## config.mk

```make
export PLATFORM = sky130hd
export DESIGN_NAME = csv_useq_ctrl
export DESIGN_NICKNAME = d
export VERILOG_FILES = /design/src/rtl/csv_useq_ctrl_pkg.sv /design/src/rtl/csv_jump_mux.sv /design/src/rtl/csv_useq_ctrl.sv
export SDC_FILE = /design/constraint.sdc
export NUM_CORES = 1
export LEC_CHECK = 0
export ABC_AREA = 1
export CAP_MARGIN = 20
export CORE_MARGIN = 2
export CORE_UTILIZATION = 44
export CTS_CLUSTER_DIAMETER = 150
export DETAILED_ROUTE_END_ITERATION = 10
export DONT_BUFFER_PORTS = 1
export SLEW_MARGIN = 20
export SYNTH_ARGS = -nofsm -noshare
export SYNTH_HDL_FRONTEND = slang
export SYNTH_SLANG_ARGS = --single-unit
```

## constraint.sdc

```tcl
create_clock -name i_clk -period 1.8 [get_ports i_clk]
set_clock_uncertainty 0.2 [all_clocks]
set_input_delay 0.27 -clock i_clk [delete_from_list [all_inputs] [get_ports i_clk]]
set_output_delay 0.27 -clock i_clk [all_outputs]
set_load 0.01 [all_outputs]
```

## src/rtl/csv_useq_ctrl_pkg.sv

```systemverilog
`default_nettype none
// +--------------------------------------------------------------------+
// | Module : csv_useq_ctrl_pkg                                         |
// | Brief  : Shared constants for the microsequencer / PC / jump-mux   |
// |          block: jump-select encoding, flag indices and microword   |
// |          field offsets of the ctrl_* signals.                      |
// | Rev    : 1.0  initial release                                      |
// +--------------------------------------------------------------------+
package csv_useq_ctrl_pkg;

   // Jump select 0 is the hard "never jump" selector; flag input 0 is ignored.
   localparam int JSEL_NEVER      = 0;

   // Flag input indices as wired from the ALU and UART status.
   localparam int FLAG_CARRY       = 1;
   localparam int FLAG_OVF         = 2;
   localparam int FLAG_ZERO        = 3;
   localparam int FLAG_NEG         = 4;
   localparam int FLAG_DIVZ        = 5;
   localparam int FLAG_UART_TX_RDY = 6;
   localparam int FLAG_UART_RX_VLD = 7;

   // Bit offsets of each control field inside the decode-ROM microword.
   localparam int UW_URESET_N_BIT = 0;
   localparam int UW_PC_INCR_BIT  = 1;
   localparam int UW_JSEL_LSB     = 2;
   localparam int UW_JSEL_MSB     = 4;
   localparam int UW_IR_LOAD_BIT  = 5;
   localparam int UW_MEM_WAIT_BIT = 6;

endpackage
`default_nettype wire

```

## src/rtl/csv_jump_mux.sv

```systemverilog
`default_nettype none
// +--------------------------------------------------------------------+
// | Module : csv_jump_mux                                              |
// | Brief  : Combinational jump-condition select. Selector 0 never     |
// |          jumps; selectors at or beyond NFLAGS never jump.          |
// | Rev    : 1.0  initial release                                      |
// +--------------------------------------------------------------------+
module csv_jump_mux
   import csv_useq_ctrl_pkg::*;
#(
   parameter int NFLAGS = 8,
   parameter int JSEL_W = 3      // 2**JSEL_W must be >= NFLAGS
) (
   input  logic [JSEL_W-1:0] jsel_i,
   input  logic [NFLAGS-1:0] flags_i,
   output logic              taken_o
);

   // Flag 0 sits behind the "never" selector and is deliberately not read.
   logic unused_flag_never;
   assign unused_flag_never = flags_i[JSEL_NEVER];

   // Pick the addressed flag; unmatched selectors fall through to not-taken.
   always_comb begin
      taken_o = 1'b0;
      for (int k = JSEL_NEVER + 1; k < NFLAGS; k++) begin
         if (int'(jsel_i) == k) begin
            taken_o = flags_i[k];
         end
      end
   end

endmodule
`default_nettype wire

```

## src/rtl/csv_useq_ctrl.sv

```systemverilog
`default_nettype none
// +--------------------------------------------------------------------+
// | Module : csv_useq_ctrl                                             |
// | Brief  : Instruction register, microstep counter and program       |
// |          counter with conditional jump, memory wait-state stall,   |
// |          run/single-step freeze and microstep overflow pulse.      |
// | Rev    : 1.0  initial release                                      |
// +--------------------------------------------------------------------+
module csv_useq_ctrl
   import csv_useq_ctrl_pkg::*;
#(
   parameter int ADDR_W = 16,
   parameter int IR_W   = 8,
   parameter int USEQ_W = 4,
   parameter int NFLAGS = 8,
   parameter int JSEL_W = 3
) (
   input  logic                   i_clk,
   input  logic                   reset,
   input  logic                   run_en,
   input  logic                   step,
   input  logic                   ctrl_ureset_n,
   input  logic                   ctrl_pc_incr,
   input  logic [JSEL_W-1:0]      ctrl_jsel,
   input  logic                   ctrl_ir_load,
   input  logic                   ctrl_mem_wait,
   input  logic                   mem_ready,
   input  logic [NFLAGS-1:0]      flags,
   input  logic [ADDR_W-1:0]      ar_in,
   input  logic [IR_W-1:0]        data_in,
   output logic [IR_W+USEQ_W-1:0] decode_idx,
   output logic [ADDR_W-1:0]      pc,
   output logic                   stall,
   output logic                   ustep_ovf
);

   logic [IR_W-1:0]   ir_q,    ir_d;
   logic [USEQ_W-1:0] ustep_q, ustep_d;
   logic [ADDR_W-1:0] pc_q,    pc_d;
   logic              ovf_q,   ovf_d;

   logic              adv_w;
   logic              commit_w;
   logic              taken_w;

   csv_jump_mux #(
      .NFLAGS (NFLAGS),
      .JSEL_W (JSEL_W)
   ) u_jump_mux (
      .jsel_i  (ctrl_jsel),
      .flags_i (flags),
      .taken_o (taken_w)
   );

   // A microstep retires only when advancing is allowed and memory is not holding us.
   always_comb begin
      adv_w    = run_en | step;
      stall    = ctrl_mem_wait & ~mem_ready;
      commit_w = adv_w & ~stall;
   end

   // Next-state for IR, microstep, PC and the overflow pulse; everything holds without a commit.
   always_comb begin
      ir_d    = ir_q;
      ustep_d = ustep_q;
      pc_d    = pc_q;
      ovf_d   = 1'b0;
      if (commit_w) begin
         ustep_d = ctrl_ureset_n ? (ustep_q + USEQ_W'(1)) : '0;
         ovf_d   = ctrl_ureset_n & (&ustep_q);
         // Jump wins over increment; increment wraps naturally at the register width.
         pc_d    = taken_w ? ar_in : (pc_q + ADDR_W'(ctrl_pc_incr));
         if (ctrl_ir_load) begin
            ir_d = data_in;
         end
      end
   end

   // State registers with synchronous reset abandoning any in-flight instruction.
   always_ff @(posedge i_clk) begin
      if (reset) begin
         ir_q    <= '0;
         ustep_q <= '0;
         pc_q    <= '0;
         ovf_q   <= 1'b0;
      end else begin
         ir_q    <= ir_d;
         ustep_q <= ustep_d;
         pc_q    <= pc_d;
         ovf_q   <= ovf_d;
      end
   end

   // The decode-ROM index is straight from the registers, so a new microword shows one cycle after commit.
   always_comb begin
      decode_idx = {ir_q, ustep_q};
      pc         = pc_q;
      ustep_ovf  = ovf_q;
   end

endmodule
`default_nettype wire

```

==> insert_results.sql, run 1 <==
INSERT INTO impl_metrics (metric_group, metric, value, unit) VALUES
('outcome', 'outcome', 'finished, final reports clean', ''),
('setup_path', 'rrSetupSlack', '90', 'ps'),
('timing', 'period_share', '0.948', ''),
('global_route', 'grt.met2_usage', '0.375', ''),
('placement', 'gp_congestion', '0.835', ''),
('setup_path', 'critical_path.endpoint_type', 'flop', ''),
('yosys', 'ys_warns', '0', ''),
('setup_path', 'critPathMostFrequentCell', 'sky130_fd_sc_hd__nand2_1', ''),
('yosys', 'netlist.top_cell.by_area', 'sky130_fd_sc_hd__dfxtp_1', ''),
('timing', 'worstMarginPinSlew', '590', 'ps'),
('timing', 'maxSlewViolCount', '0', ''),
('yosys', 'synth_enable_flop_cells', '0', ''),
('setup_path', 'setup.worst_path.start_class', 'flop', ''),
('yosys', 'synthesized_cell_area', '0.00173', 'mm2'),
('clock_network', 'clock-root-buffer', 'sky130_fd_sc_hd__clkbuf_8', ''),
('routing', 'dr.pass1.iters', '4', ''),
('power_and_ir_drop', 'totalPowerFinal', '1.73', 'mW'),
('yosys', 'synthFlopType', 'sky130_fd_sc_hd__dfxtp_1', ''),
('floorplanning', 'number_of_core_rows', '22', ''),
('yosys', 'sequential_to_total_area_share_from_yosys_stat', '0.335', ''),
('routing', 'drt-total-wl', '4.55', 'mm'),
('power_and_ir_drop', 'power.leakage', '1.01', 'nW'),
('setup_path', 'cell_family_with_most_cp_delay', 'simple AND/OR/NAND/NOR gates', ''),
('timing', 'max_freq', '586', 'MHz'),
('setup_path', 'timing_worst_setup_path_type', 'flop to flop', ''),
('yosys', 'yosys.cell_count.top_type', 'sky130_fd_sc_hd__nand2_1', ''),
('cells_and_area', 'syn2layout_area_growth', '34.0', '%'),
('cells_and_area', 'layout.cells.non_filler', '368', ''),
('clock_network', 'clkLatencyLatePin', '280', 'ps'),
('power_and_ir_drop', 'vdd_ir_drop_max', '389', 'uV'),
('global_route', 'grt_use_met3', '0.0743', ''),
('floorplanning', 'core', '0.00372', 'mm2'),
('clock_network', 'cts_inserted_buffers', '5', ''),
('routing', 'remaining_drc_errors', '0', ''),
('yosys', 'syn_inst', '270', ''),
('setup_path', 'max_fanout_on_critical_path', '5', ''),
('floorplanning', 'die-width', '66.8', 'um'),
('routing', 'average_via_count_per_standard_cell', '4.98', ''),
('clock_network', 'cts_tree', 'built', ''),
('setup_path', 'r2r-start', 'pc[0]', ''),
('placement', 'port-buffer-count', '0', ''),
('yosys', 'syn_area_per_cell', '6.42', 'um2'),
('global_route', 'grtUsageTotal', '0.225', ''),
('setup_path', 'path_cells', 'ha_4, buf_4, nand4_1, nor2_4, nand3_1, nand2_1, nand2_1, nand3b_1, nand2_1', ''),
('global_route', 'grt_first_pass_wirelength', '7.63', 'mm'),
('routing', 'wl_per_cell', '12.4', 'um'),
('run', 'maxCapViolations', '0', ''),
('power_and_ir_drop', 'power-per-cell-area', '747', 'mW/mm2'),
('placement', 'dp.cells', '332', ''),
('global_route', 'antenna_found_initial', '0', ''),
('routing', 'detailedRoute.firstIterationViolations', '68', ''),
('floorplanning', 'die_h', '66.8', 'um'),
('setup_path', 'timing.critical_path.required', '1780', 'ps'),
('cells_and_area', 'final_net_count', '366', ''),
('yosys', 'post_syn_nets', '317', ''),
('timing', 'final-setup-viol-count', '0', ''),
('floorplanning', 'io_count', '74', ''),
('setup_path', 'critical-path-slowest-cell', 'sky130_fd_sc_hd__dfxtp_2', ''),
('cells_and_area', 'num_antenna_cells', '0', ''),
('worst_hold_path', 'min_path_cells', '3', ''),
('yosys', 'synth_top_area_frac', '0.335', ''),
('global_route', 'via_count_of_the_first_global_routing_pass', '1786', ''),
('setup_path', 'worst_r2r_path_depth', '9', ''),
('clock_network', 'cts.reportedPaths.clkPinSlew', '60', 'ps'),
('worst_hold_path', 'hold_path_origin', 'ar_in[13]', ''),
('global_route', 'overflow', '0', ''),
('timing', 'relSlewSlack', '0.605', ''),
('yosys', 'post_synth_num_cell_types', '30', ''),
('global_route', 'met1_usage', '0.273', ''),
('routing', 'vias', '1832', ''),
('yosys', 'post_synth_main_area_contributors', 'sky130_fd_sc_hd__dfxtp_1 34%, sky130_fd_sc_hd__nand2_1 17%, sky130_fd_sc_hd__nand3_1 12%, sky130_fd_sc_hd__inv_1 6.7%, sky130_fd_sc_hd__nor2_1 5.2%', '');
metal layers:
layer  part of all wire  wire length, um  vias to the layer above
met3              0.075              343                        5
met5                  0                0                        -
met1               0.47             2160                      806
met4              0.011               49                        0
met2               0.44             2000                       57
li1                   -                -                      964
tightest hold or removal path: stages:
cell,delay (ps)
sky130_fd_sc_hd__or2_2,80
sky130_fd_sc_hd__nand3_1,60
sky130_fd_sc_hd__nand2_1,50
layout by cell type, fill, tap and decap left out, types with 2 or more instances in the layout:
cell type	synthesis	layout
sky130_fd_sc_hd__a21oi_1	12	12
sky130_fd_sc_hd__buf_4	0	22
sky130_fd_sc_hd__clkbuf_8	0	7
sky130_fd_sc_hd__dfxtp_1	29	28
sky130_fd_sc_hd__dlygate4sd3_1	0	26
sky130_fd_sc_hd__ha_4	0	2
sky130_fd_sc_hd__inv_1	31	31
sky130_fd_sc_hd__inv_2	2	2
sky130_fd_sc_hd__nand2_1	80	79
sky130_fd_sc_hd__nand2_2	2	3
sky130_fd_sc_hd__nand3_1	41	40
sky130_fd_sc_hd__nand3_2	1	2
sky130_fd_sc_hd__nand4_1	5	5
sky130_fd_sc_hd__nor2_1	24	22
sky130_fd_sc_hd__nor2_2	1	2
sky130_fd_sc_hd__nor2_4	0	2
sky130_fd_sc_hd__nor3_1	4	4
sky130_fd_sc_hd__o21ai_0	6	6
sky130_fd_sc_hd__o21ai_1	7	7
sky130_fd_sc_hd__or2_2	4	4
sky130_fd_sc_hd__xor2_1	3	3
metrics by stage:
step	cell area (um2)	setup slack, ps	hold WS, ps
after CTS	2280	17.6	2.35
after global placement	1900	0.0745	143
after floorplan	1730	22.3	214
after global routing	2320	-30.3	31.0
final	2320	93.5	6.05
after detailed placement	1900	-37.9	144
kinds of logic (layout without fill, tap and decap cells):
logic type | Yosys count | after routing | share of synthesized area
adders and majority gates | 3 | 3 | 0.0217
xor gates and xnor gates | 3 | 3 | 0.0152
DFF | 29 | 29 | 0.335
and+or+nand+nor | 168 | 169 | 0.445
buffers and inverters | 40 | 89 | 0.102
AOI/OAI and AO/OA | 27 | 27 | 0.0816
registers in the layout, indices dropped and copies added, names as in the netlist:
name,cells
pc,16
ir_q,8
ustep_ovf,1
ustep_q,4
final cells by class:
class | count | area [um2] | share of cell area
multi-input cells | 202 | 1030 | 0.443
well taps | 48 | 60.1 | 0.0259
repair buffers | 48 | 425 | 0.183
clock buffers | 7 | 96.3 | 0.0415
clock inverters | 1 | 5.00 | 0.00216
flip-flops and latches | 29 | 582 | 0.251
inverters | 33 | 124 | 0.0533
power by group:
part	internal [mW]	total (mW)	switching, mW	leakage, nW
Sequential	0.692	0.752	0.0592	0.238
Clock	0.345	0.604	0.258	0.0542
Combinational	0.174	0.378	0.205	0.719
worst max path at each step:
stage	from	endpoint	cells past startpoint
global placement	pc[0]	pc[10]	10
finish	pc[0]	pc[11]	9
CTS	pc[0]	pc[11]	9
floorplan	pc[0]	pc[10]	10
global route	pc[0]	pc[15]	9
detailed placement	pc[0]	pc[10]	10
timing repair:
| action | in CTS | in global routing |
|---|---|---|
| setup endpoints to repair | 2 | 10 |
| gates resized for setup | 5 | 6 |
| buffers inserted | 0 | 1 |
| cloned | 0 | 1 |
| pin swaps | 4 | 6 |
| hold buffers | 26 | 0 |
| hold endpoints to repair | 18 | 0 |
No activity file was read; power rests on OpenSTA's default activity.
==> run 2: changes to the inputs <==
--- a/config.mk
+++ b/config.mk
@@ -5,14 +5,13 @@
 export SDC_FILE = /design/constraint.sdc
 export NUM_CORES = 1
 export LEC_CHECK = 0
-export ABC_AREA = 1
 export CAP_MARGIN = 20
 export CORE_MARGIN = 2
 export CORE_UTILIZATION = 44
 export CTS_CLUSTER_DIAMETER = 150
 export DETAILED_ROUTE_END_ITERATION = 10
 export DONT_BUFFER_PORTS = 1
-export SLEW_MARGIN = 20
+export SLEW_MARGIN = 10
 export SYNTH_ARGS = -nofsm -noshare
 export SYNTH_HDL_FRONTEND = slang
 export SYNTH_SLANG_ARGS = --single-unit
==> insert_results.sql, run 2 <==
INSERT INTO impl_metrics (metric_group, metric, value, unit) VALUES
('outcome', 'outcome', 'finished with violations', ''),
('outcome', 'failed_checks', 'hold timing', ''),
('yosys', 'synth_enable_flop_cells', '0', ''),
('clock_network', 'cts_tree', 'built', ''),
('placement', 'port-buffer-count', '0', ''),
('timing', 'final_period_minus_worst_setup_slack', '1770', 'ps'),
('power_and_ir_drop', 'power.leakage', '0.753', 'nW'),
('yosys', 'synth.top_cells.by_count', '32 x sky130_fd_sc_hd__nand2_1, 29 x sky130_fd_sc_hd__dfxtp_1, 21 x sky130_fd_sc_hd__nand3_1, 18 x sky130_fd_sc_hd__a21oi_1', ''),
('setup_path', 'cpPeakStageDelay', '360', 'ps'),
('placement', 'gp_congestion', '0.775', ''),
('routing', 'drt-total-wl', '4.68', 'mm'),
('yosys', 'synthesized_cell_area', '0.00166', 'mm2'),
('power_and_ir_drop', 'power_switching', '0.481', 'mW'),
('setup_path', 'critical-path-slowest-cell', 'sky130_fd_sc_hd__dfxtp_4', ''),
('clock_network', 'clock-root-buffer', 'sky130_fd_sc_hd__clkbuf_8', ''),
('setup_path', 'timing.critical_path.required', '1810', 'ps'),
('floorplanning', 'die-area', '0.00428', 'mm2'),
('floorplanning', 'number_of_core_rows', '22', ''),
('routing', 'detailedRoute.firstIterationViolations', '94', ''),
('timing', 'timing.hold.ws', '-147', 'ps'),
('power_and_ir_drop', 'power-per-cell-area', '745', 'mW/mm2'),
('power_and_ir_drop', 'sequential_share_of_power', '0.465', ''),
('placement', 'dp.final_hpwl', '3.37', 'mm'),
('clock_network', 'cts.reportedPaths.clkPinSlew', '70', 'ps'),
('timing', 'relSlewSlack', '0.669', ''),
('yosys', 'synthFlopType', 'sky130_fd_sc_hd__dfxtp_1', ''),
('setup_path', 'setup.worst_path.start_class', 'flop', ''),
('power_and_ir_drop', 'vdd_ir_drop_max', '465', 'uV'),
('cells_and_area', 'layout_common_cells', '32 x sky130_fd_sc_hd__nand2_1, 26 x sky130_fd_sc_hd__dfxtp_1, 25 x sky130_fd_sc_hd__buf_4, 20 x sky130_fd_sc_hd__nand3_1, 18 x sky130_fd_sc_hd__a21oi_1', ''),
('cells_and_area', 'layout.cells.non_filler', '282', ''),
('clock_network', 'post_cts_buffers', '0', ''),
('yosys', 'netlist.top_cell.by_area', 'sky130_fd_sc_hd__dfxtp_1', ''),
('setup_path', 'cell_family_with_most_cp_delay', 'simple AND/OR/NAND/NOR gates', ''),
('yosys', 'syn_area_per_cell', '8.03', 'um2'),
('cells_and_area', 'flip_flop_count_of_the_largest_register_after_layout', '16', ''),
('yosys', 'yosys.cell_count.top_type', 'sky130_fd_sc_hd__nand2_1', ''),
('global_route', 'via_count_of_the_first_global_routing_pass', '1531', ''),
('global_route', 'grt_start_max_net_pins', '30', ''),
('clock_network', 'cts_inserted_buffers', '5', ''),
('clock_network', 'clkSinkCount', '29', ''),
('yosys', 'synth_top_area_frac', '0.349', ''),
('setup_path', 'worst-path-buf-inv', '2', ''),
('global_route', 'overflow', '0', ''),
('setup_path', 'max_fanout_on_critical_path', '3', ''),
('cells_and_area', 'num_antenna_cells', '0', ''),
('routing', 'vias', '1684', ''),
('floorplanning', 'die-width', '65.5', 'um'),
('power_and_ir_drop', 'swShare', '0.304', ''),
('routing', 'ant_nets', '0', ''),
('floorplanning', 'die_h', '65.5', 'um'),
('cells_and_area', 'layout-drive-gt1-share', '0.274', ''),
('timing', 'unrepaired_setup_endpoints_after_global_routing', 'yes', ''),
('yosys', 'syn_inst', '207', ''),
('setup_path', 'critical_path.endpoint_type', 'flop', ''),
('yosys', 'synth-async-reset-ratio', '0', ''),
('routing', 'remaining_drc_errors', '0', ''),
('floorplanning', 'initial_core_util', '0.457', ''),
('timing', 'hold_violations', '24', ''),
('clock_network', 'ctsHoldBuffers', '5', ''),
('global_route', 'grtUsageTotal', '0.218', ''),
('yosys', 'postSynthRegisterBits', '29', ''),
('timing', 'maxSlewViolCount', '0', ''),
('clock_network', 'htreeDepth', '2', ''),
('routing', 'average_via_count_per_standard_cell', '5.97', ''),
('timing', 'max_freq', '565', 'MHz'),
('global_route', 'antenna_found_initial', '0', ''),
('worst_hold_path', 'hp-class', 'input pin to flop', ''),
('cells_and_area', 'final_net_count', '280', ''),
('routing', 'dr.pass1.iters', '4', ''),
('timing', 'final-setup-viol-count', '0', ''),
('clock_network', 'clkLatencyLatePin', '280', 'ps'),
('yosys', 'ys_warns', '0', ''),
('setup_path', 'critical_path_arrival', '1780', 'ps'),
('floorplanning', 'core', '0.00363', 'mm2'),
('clock_network', 'cts.path.max_buffers', '2', ''),
('power_and_ir_drop', 'power_report.internal_total', '1.10', 'mW'),
('cells_and_area', 'most_frequent_standard_cell_in_the_layout_excluding_fill_and_tap_cells', 'sky130_fd_sc_hd__nand2_1', ''),
('placement', 'dp.cells', '269', ''),
('yosys', 'post_syn_nets', '254', ''),
('run', 'maxCapViolations', '0', ''),
('floorplanning', 'io_count', '74', ''),
('power_and_ir_drop', 'share_clk_of_total_power', '0.330', ''),
('routing', 'wl_per_cell', '16.6', 'um'),
('cells_and_area', 'layout.core_utilization', '0.585', ''),
('timing', 'worstMarginPinSlew', '495', 'ps'),
('power_and_ir_drop', 'combinationalPowerShare', '0.205', ''),
('yosys', 'sequential_to_total_area_share_from_yosys_stat', '0.349', ''),
('cells_and_area', 'syn2layout_area_growth', '28.0', '%'),
('setup_path', 'path_cells', 'ha_4, buf_6, and4_4, buf_6, nand3_1, nor4_2, a31oi_1, a31oi_1', ''),
('timing', 'period_share', '0.984', ''),
('yosys', 'post_synth_num_cell_types', '40', ''),
('cells_and_area', 'number_of_inserted_filler_cells_in_the_final_layout', '324', ''),
('yosys', 'post_synth_main_area_contributors', 'sky130_fd_sc_hd__dfxtp_1 35%, sky130_fd_sc_hd__nand2_1 7.2%, sky130_fd_sc_hd__nand3_1 6.3%, sky130_fd_sc_hd__a21oi_1 5.4%, sky130_fd_sc_hd__a31oi_1 4.1%', ''),
('setup_path', 'timing_worst_setup_path_type', 'flop to flop', ''),
('global_route', 'grt_first_pass_wirelength', '7.20', 'mm');
[run 2: path summary, 6_finish.rpt]
check             start    endpoint  slack [ps]  depth (start not counted)
max               pc[0]       pc[9]          30                          8
min               reset  ustep_q[2]        -150                          1
max reg2reg       pc[0]       pc[9]          30                          8
min reg2reg  ustep_q[1]  ustep_q[1]         300                          2
[run 2: per-layer routing]
metal	share of wire	vias to the layer above	track usage
li1	-	824	-
met1	0.45	798	0.276
met2	0.48	56	0.349
met3	0.065	6	0.0753
met4	0.0090	0	0.0651
met5	0	-	0
[run 2: logic make-up after synthesis]
logic type                 count (synthesis)  share of synthesized area
and+or+nand+nor                           97                      0.301
adders and majority gates                  3                     0.0226
DFF                                       29                      0.349
muxes                                     11                     0.0896
AOI/OAI and AO/OA                         51                      0.188
xor gates and xnor gates                   1                    0.00527
buffers and inverters                     15                     0.0437
[run 2: cell type report]
cell class / count / area, um2 / share of cell area
Clock buffer: 6 / 72.6 / 0.0341
Clock inverter: 2 / 10.0 / 0.00471
Inverter: 2 / 7.51 / 0.00353
Multi-Input combinational cell: 163 / 1130 / 0.531
Sequential cell: 29 / 587 / 0.276
Tap cell: 48 / 60.1 / 0.0282
Timing Repair Buffer: 32 / 260 / 0.122
[run 2: what timing repair did]
action | CTS | global route
endpoints found under the setup margin | 8 | 10
endpoints found under the hold margin | 29 | 24
resized for setup | 6 | 18
pin swaps | 8 | 5
[run 2: worst reg2reg max path, cell delays in order (launching register included)]
cell                      delay [ps]
sky130_fd_sc_hd__dfxtp_4         360
sky130_fd_sc_hd__ha_4            150
sky130_fd_sc_hd__buf_6            90
sky130_fd_sc_hd__and4_4          200
sky130_fd_sc_hd__buf_6           100
sky130_fd_sc_hd__nand3_1         110
sky130_fd_sc_hd__nor4_2          270
sky130_fd_sc_hd__a31oi_1          60
sky130_fd_sc_hd__a31oi_1         150
[run 2: power by group through the flow]
stage	clock network, mW	registers, mW	logic, mW
final	0.523	0.736	0.324
after global routing	0.562	0.742	0.355
after CTS	0.543	0.734	0.310
after detailed placement	0	0.747	0.296
after global placement	0	0.744	0.285
after floorplan	0	0.760	0.196
[run 2: per-stage QoR]
| step | power, mW | setup slack [ps] | setup TNS [ps] | cell area [um2] | hold slack [ps] |
|---|---|---|---|---|---|
| final | 1.58 | 29.0 | 0 | 2130 | -147 |
| after global routing | 1.66 | -61.4 | -172 | 2130 | -162 |
| after CTS | 1.59 | 3.17 | 0 | 2050 | -160 |
| after detailed placement | 1.04 | -214 | -1290 | 1890 | 147 |
| after global placement | 1.03 | -158 | -779 | 1890 | 143 |
| after floorplan | 0.956 | -240 | -1970 | 1700 | 216 |
